==> src/rtl/beta_fetch_unit.sv <==
// Instruction-fetch stage of the unpipelined Beta core: owns PC, runs the IMEM
// handshake, holds the instruction register and forms the next PC from PCSEL.
module beta_fetch_unit #(
   parameter logic [31:0] RESET_ADDR    = 32'h8000_0000,
   parameter logic [31:0] ILLOP_ADDR    = 32'h8000_0004,
   parameter logic [31:0] XADR_ADDR     = 32'h8000_0008,
   parameter int unsigned FETCH_TIMEOUT = 15
) (
   input  logic        i_clk,
   input  logic        i_rst_n,
   input  logic [2:0]  i_pcsel,
   input  logic [31:0] i_jt,
   input  logic        i_advance,
   input  logic [31:0] i_imem_rdata,
   input  logic        i_imem_ack,
   output logic        o_imem_req,
   output logic [31:0] o_imem_addr,
   output logic [31:0] o_instruction,
   output logic        o_instr_valid,
   output logic [31:0] o_pc,
   output logic [31:0] o_pc_inc,
   output logic        o_supervisor,
   output logic        o_fetch_err
);

   localparam int unsigned W  = 32;
   localparam int unsigned CW = 8;

   localparam logic [W-1:0] RST_PC   = RESET_ADDR & ~32'h3;
   localparam logic [W-1:0] ILLOP_PC = ILLOP_ADDR & ~32'h3;
   localparam logic [W-1:0] XADR_PC  = XADR_ADDR & ~32'h3;
   localparam logic [CW-1:0] TMO_LAST = CW'(FETCH_TIMEOUT - 1);

   typedef enum logic [1:0] {S_BOOT, S_FETCH, S_ISSUE} state_t;

   state_t          r_state;
   logic [W-1:0]    r_pc;
   logic [W-1:0]    r_pc_inc;
   logic [W-1:0]    r_instr;
   logic            r_instr_valid;
   logic            r_imem_req;
   logic            r_fetch_err;
   logic [CW-1:0]   r_cnt;

   logic [30:0]     w_branch_off;
   logic [W-1:0]    w_pc_sel;
   logic [W-1:0]    w_pc_next;
   logic            w_timeout;

   // Supervisor bit is carried separately so +4 and branch offsets wrap in [30:0]
   function automatic logic [W-1:0] f_inc(input logic [W-1:0] pc);
      return {pc[31], pc[30:0] + 31'd4};
   endfunction

   // Next-PC selection for the ADVANCE edge
   always_comb begin
      w_branch_off = {{13{r_instr[15]}}, r_instr[15:0], 2'b00};
      w_pc_sel     = ILLOP_PC;
      case (i_pcsel)
         3'd0:    w_pc_sel = r_pc_inc;
         3'd1:    w_pc_sel = {r_pc[31], r_pc_inc[30:0] + w_branch_off};
         3'd2:    w_pc_sel = {r_pc[31] & i_jt[31], i_jt[30:0]};
         3'd4:    w_pc_sel = XADR_PC;
         default: w_pc_sel = ILLOP_PC;
      endcase
      w_pc_next = w_pc_sel & ~32'h3;
      w_timeout = (r_state == S_FETCH) && !i_imem_ack && (r_cnt == TMO_LAST);
   end

   always_ff @(posedge i_clk or negedge i_rst_n) begin
      if (!i_rst_n) begin
         r_state       <= S_BOOT;
         r_pc          <= RST_PC;
         r_pc_inc      <= f_inc(RST_PC);
         r_instr       <= '0;
         r_instr_valid <= 1'b0;
         r_imem_req    <= 1'b0;
         r_fetch_err   <= 1'b0;
         r_cnt         <= '0;
      end else begin
         r_fetch_err <= 1'b0;
         case (r_state)
            S_BOOT: begin
               r_state    <= S_FETCH;
               r_imem_req <= 1'b1;
               r_cnt      <= '0;
            end
            S_FETCH: begin
               if (i_imem_ack) begin
                  r_instr       <= i_imem_rdata;
                  r_cnt         <= '0;
                  r_imem_req    <= 1'b0;
                  r_instr_valid <= 1'b1;
                  r_state       <= S_ISSUE;
               end else if (w_timeout) begin
                  r_pc        <= ILLOP_PC;
                  r_pc_inc    <= f_inc(ILLOP_PC);
                  r_fetch_err <= 1'b1;
                  r_cnt       <= '0;
               end else begin
                  r_cnt <= r_cnt + CW'(1);
               end
            end
            S_ISSUE: begin
               if (i_advance) begin
                  r_pc          <= w_pc_next;
                  r_pc_inc      <= f_inc(w_pc_next);
                  r_instr_valid <= 1'b0;
                  r_imem_req    <= 1'b1;
                  r_state       <= S_FETCH;
               end
            end
            default: begin
               r_state       <= S_BOOT;
               r_imem_req    <= 1'b0;
               r_instr_valid <= 1'b0;
            end
         endcase
      end
   end

   assign o_imem_req    = r_imem_req;
   assign o_imem_addr   = r_pc;
   assign o_instruction = r_instr;
   assign o_instr_valid = r_instr_valid;
   assign o_pc          = r_pc;
   assign o_pc_inc      = r_pc_inc;
   assign o_supervisor  = r_pc[31];
   assign o_fetch_err   = r_fetch_err;

endmodule

==> config.mk <==
export PLATFORM = sky130hd
export DESIGN_NAME = beta_fetch_unit
export DESIGN_NICKNAME = d
export VERILOG_FILES = /design/src/rtl/beta_fetch_unit.sv
export SDC_FILE = /design/constraint.sdc
export NUM_CORES = 1
export LEC_CHECK = 0
export CORE_MARGIN = 2
export CORE_UTILIZATION = 60
export CTS_BUF_LIST = sky130_fd_sc_hd__clkbuf_8 sky130_fd_sc_hd__clkbuf_16
export DETAILED_ROUTE_END_ITERATION = 10
export DONT_BUFFER_PORTS = 1
export GPL_ROUTABILITY_DRIVEN = 0
export PLACE_DENSITY = 0.83
export SLEW_MARGIN = 20
export SYNTH_ARGS = -nofsm -noshare
export SYNTH_HDL_FRONTEND = slang
export SYNTH_SLANG_ARGS = --single-unit
==> constraint.sdc <==
create_clock -name i_clk -period 7.7 [get_ports i_clk]
set_clock_uncertainty 0.15 [all_clocks]
set_input_delay 1.54 -clock i_clk [delete_from_list [all_inputs] [get_ports i_clk]]
set_output_delay 1.54 -clock i_clk [all_outputs]
set_load 0.02 [all_outputs]
# --- After elaboration in Yosys (flattened, before gate mapping) ---
# Index checks and enable logic that the tools add are counted.
totals:
  out_inout_bits: 132
  in_bits: 71
  register_bits: 109
  wordCells: 58
classes:
  n_addsub: 3
  n_bitwise: 2
  n_eq_ne: 10
  mux: 24
  reduce_logical: 11
ops:
  columns: ["cell", "n"]
  rows:
  - ["$mux 32", 6]
  - ["$pmux 32 s2", 2]
  - ["$pmux 32 s4", 1]
  - ["$add 31x3->31 const B", 1]
  - ["$add 31x31->31", 1]
  - ["$mux 8", 2]
  - ["$pmux 8 s2", 1]
  - ["$add 8x1->8 const B", 1]
  - ["$eq 8x4->1 const B", 1]
  - ["$ne 2x2->1 const B", 4]
  - ["$mux 1", 7]
  - ["$pmux 1 s3", 2]
  - ["$pmux 2 s3", 1]
  - ["$mux 2", 2]
  - ["$reduce_and 2->1", 2]
  - ["$reduce_and 4->1", 1]
  - ["$reduce_bool 2->1", 2]
  - ["$eq 3x1->1 const B", 1]
  - ["$eq 3x2->1 const B", 1]
  - ["$eq 3x3->1 const B", 1]
  - ["$logic_not 3->1", 1]
  - ["$reduce_and 3->1", 1]
  - ["$eq 2x1->1 const B", 1]
  - ["$eq 2x2->1 const B", 1]
  - ["5 further kinds", 6]

# --- Depth between registers and ports, before layout ---
depth:
  ltp_word: 6
  mapped_depth: 15
  mapped_depth_nobuf: 15

# --- Worst setup path after synthesis ---
# No wires, ideal clock.
synth_path:
  path_kind: "in2reg"
  startpoint: "in i_pcsel[1]"
  endpoint: "reg r_pc_inc[28], in the netlist o_pc_inc[28]"
  stages: 14
  setup_time_ns: 0.138
  t_arrival_ns: 3.766
  n_path_buf: 3
  path_slack_ns: 3.646
  cell_sequence: "buf_4 > buf_2 > buf_4 > o32a_1 > inv_1 > ha_1 > inv_1 > nor2_1 > nand2_1 > nor3_1 > nand4_1 > nor3_2 > xor2_1 > o22ai_1"
synth_between:
  elab_chain_len: 5
  word_cells_on_any_way: 8
  classes_between: "add/sub (1); eq/ne (3); mux (3); reduce/logical (1)"
synth_rtl:
  columns: ["element", "line_no", "text"]
  rows:
  - ["from (decl)", "11", "input logic [2:0] i_pcsel,"]
  - ["$eq 3x3->1 (tied with other cells)", "59", "case (i_pcsel)"]
  - ["$pmux 32 s4 (*)", "59", null]
  - ["$add 31x3->31 (*)", "52", "return {pc[31], pc[30:0] + 31'd4};"]
  - ["$mux 32 (*)", "105", "if (i_advance) begin"]
  - ["$pmux 32 s2 (*)", "82", "case (r_state)"]
  - ["to (signal assigned)", "74", "r_pc_inc <= f_inc(RST_PC);"]
  - ["to (signal assigned)", "97", "r_pc_inc <= f_inc(ILLOP_PC);"]
  - ["to (signal assigned)", "107", "r_pc_inc <= f_inc(w_pc_next);"]
  - ["to (decl)", "38", "logic [W-1:0] r_pc_inc;"]
# Every way passes the cells marked *; elsewhere a longest branch is shown, timed or not. The select of a mux whose other input is x is not followed.
# A chain may end at the register's enable or synchronous reset.

# --- Worst setup path after layout ---
# Ends and elaborated chain as after synthesis.

==> flow_summary.yaml <==
critical_path:
  cp_slowest_cell: "or3b_4"
  path_class: "input pin to register"
  critical_path_buf_inv_count: 0
  cpPeakStageDelay_ps: 550
  crit_fanout: 40
  rr_worst_depth: 14
  arrival_ps: 4380
  rrSetupSlack_ps: 3420
  cp.depth: 11
  regToRegStartpoint: "o_pc_inc[2]$_DFFE_PN1P_"
  crit_path_end_kind: "register"
  r2r_end: "o_pc_inc[28]$_DFFE_PN0P_"
  cp_top_family: "simple AND/OR/NAND/NOR gates"
  worstSetupStartpointType: "input pin"
  crit_required_ps: 7750
  path_cells: "or3b_4, nor3b_2, nand3_1, nor3b_1, nor4_4, nand2_1, nor3_1, nand4_1, nor3_2, xor2_1, o22ai_1"
outcome:
  status: "complete, no violations"
sta:
  tns_ps: 0
  fmax_mhz: 231
  finalCritPeriodShare_pct: 56.2
  hold_violations: 0
  setup_viol: 0
  worst_pin_slew_ps: 910
  fin_hold_ws_ps: 407
  min_period_ps: 4330
  drv_slew: 0
  relSlewSlack_pct: 39.1
  rsz0062_at_grt: "no"
routing:
  first_pass_iters: 6
  drtAntennaViolNets: 0
  wl_per_cell_um: 22.1
  drc_errors: 0
  finalWirelength_um: 19800
  vias: 6205
  drt-initial-drc-count: 646
  via_per_inst: 6.93
yosys:
  synth_cell_types: 86
  synth-async-reset-ratio_pct: 100
  synth_compound_area_share_pct: 20.1
  synthAdderAreaFrac_pct: 5.56
  synth_edf_count: 0
  synth_simple_gate_area_share_pct: 18.2
  synth_xor_area_share_pct: 4.90
  synthesis.area_mm2: 0.00733
  synth_top_family_by_area: "compound AO/OA/AOI/OAI gates"
  ys_seq_elements: 103
  ys_warn_count: 0
  postSynthCellCount: 799
  synthMuxAreaShare_pct: 8.87
  avgSynthCellArea_um2: 9.18
  synth-main-ff-cell: "dfrtp_1"
  ys_seq_area_share_pct: 35.2
job:
  max_cap_violations: 0
power:
  ir_drop_mv: 0.249
  p_leak_nw: 3.21
  comb_power_share_pct: 45.6
  pwr-share-clk_pct: 13.2
  power.internal_mw: 1.59
  p_sw_share_pct: 51.9
  switchingPower_mw: 1.72
  power_density_mw_per_mm2: 447
  seqPwrFrac_pct: 41.2
clocking:
  cts_tree: "yes"
  clockBufferDepth: 2
  cts_made_buffers: 9
  cts_setup_buffers: 0
  h-tree-depth: 3
  cts.sinks: 103
  ctsRootBufferMaster: "clkbuf_16"
  cts_resized: 0
  insertion_delay_ps: 360
  clkTransAtPathRegs_ps: 70
  hold_buffers: 0
final_layout:
  layout_common_cells: "dfrtp_1, nand2_1, nor2_1, mux2_2, o21ai_0"
  syn_to_final_growth_pct: 1.04
  num-nets-final: 847
  final_common_cell: "dfrtp_1"
  stdcell_count: 896
  fillCellCount: 967
  drive_gt1_share_pct: 13.0
  n_antenna_cell: 0
worst_hold_path:
  hold_depth: 2
  hp-class: "register to register"
  hp-start: "r_cnt[2]$_DFFE_PN0P_"
  hold_path_end: "r_cnt[2]$_DFFE_PN0P_"
place:
  dpl.hpwl_um: 14300
  io_buffer_count: 0
  post-place-cells: 880
floorplanning:
  die_y_um: 115
  die_w_um: 115
  ios: 203
  die_area_mm2: 0.0131
  core_mm2: 0.0120
  row_count: 40
  start_util_pct: 61.3
global_route:
  antenna_found_initial: 0
  grt_use_met2_pct: 48.1
  grtUsageMet1_pct: 38.6
  grt_first_pass_wirelength_um: 31000
  grt_usage_pct: 30.2
  grt_use_met3_pct: 9.26
  busiest_layer: "met2"
  grt_max_degree: 104
  grt-ovfl-total: 0
  grt_pass1_vias: 6045
==> cell type report <==
class | count | area, um2 | share of cell area [%]
clock buffers | 10 | 239 | 3.22
clock inverters | 6 | 38.8 | 0.523
inverters | 15 | 56.3 | 0.760
multi-input cells | 607 | 4250 | 57.4
flip-flops and latches | 103 | 2580 | 34.8
well taps | 147 | 184 | 2.48
repair buffers | 8 | 60.1 | 0.810
==> routing by layer <==
metal  vias up  wire [um]
met1      3013       7890
met5         -          0
met4         0        577
met3        52       2140
li1       2764          -
met2       376       9200
==> how the worst max path moves through the flow <==
stage,end,startpoint
after floorplan,o_pc_inc[28]$_DFFE_PN0P_,i_pcsel[1]
after CTS,o_pc_inc[28]$_DFFE_PN0P_,i_pcsel[1]
after detailed placement,o_pc_inc[28]$_DFFE_PN0P_,i_pcsel[1]
after global routing,o_pc_inc[30]$_DFFE_PN0P_,i_pcsel[1]
final,o_pc_inc[28]$_DFFE_PN0P_,i_pcsel[1]
after global placement,o_pc_inc[28]$_DFFE_PN0P_,i_pcsel[1]
==> worst min-delay path, cell delays in order (launching register included) <==
cell and delay (ps):
dfrtp_1 360, xnor2_1 130, nor2_1 40
==> power groups by stage <==
stage | Clock [mW] | Sequential [mW] | Combinational, mW
floorplan | 0 | 1.20 | 1.38
global placement | 0 | 1.36 | 1.40
detailed placement | 0 | 1.37 | 1.46
CTS | 0.443 | 1.36 | 1.47
global route | 0.463 | 1.40 | 1.65
finish | 0.438 | 1.37 | 1.51
==> flip-flops by register name, summed over array words and instances, names as in the netlist <==
register,count
o_imem_addr,29
o_instruction,32
r_cnt,8
r_state,2
o_pc_inc,30
o_fetch_err,1
o_instr_valid,1
==> metrics by stage <==
step                setup slack, ps  instance area, um2  power, mW  utilization, %
finish                         3370                7410       3.31            62.0
global route                   3240                7410       3.51            62.0
CTS                            3460                7410       3.28            62.0
detailed placement             3090                7130       2.83            59.6
global placement               3180                7130       2.76            59.6
floorplan                      3650                7350       2.58               -
==> logic make-up after synthesis <==
| kind of cell | Yosys count |
|---|---|
| and+or+nand+nor | 261 |
| AOI/OAI and AO/OA | 207 |
| DFF | 103 |
| buffers and inverters | 94 |
| muxes | 60 |
| xor gates and xnor gates | 41 |
| adders and majority gates | 32 |
| other | 1 |
==> cell usage after synthesis, drive strengths merged, types with 8 or more instances <==
library cell  number  share of area (%)
buf               53                5.1
nor2              61                3.2
mux2              40                6.1
clkbuf            26                1.4
dfrtp            101                 34
and3              12                1.1
nand2b            10               0.85
nand2             85                4.4
nand4             14                1.5
inv               15               0.77
xnor2             22                2.6
ha                31                5.3
nor4               8                1.2
mux2i             20                2.7
a21oi             35                2.4
o21ai             48                3.3
nand3             21                1.4
nor2b              9               0.77
a21o              13                1.3
xor2              19                2.3
o22ai             26                2.2
nor3              17                1.5
Note: power is estimated with default switching activity, not from simulation.
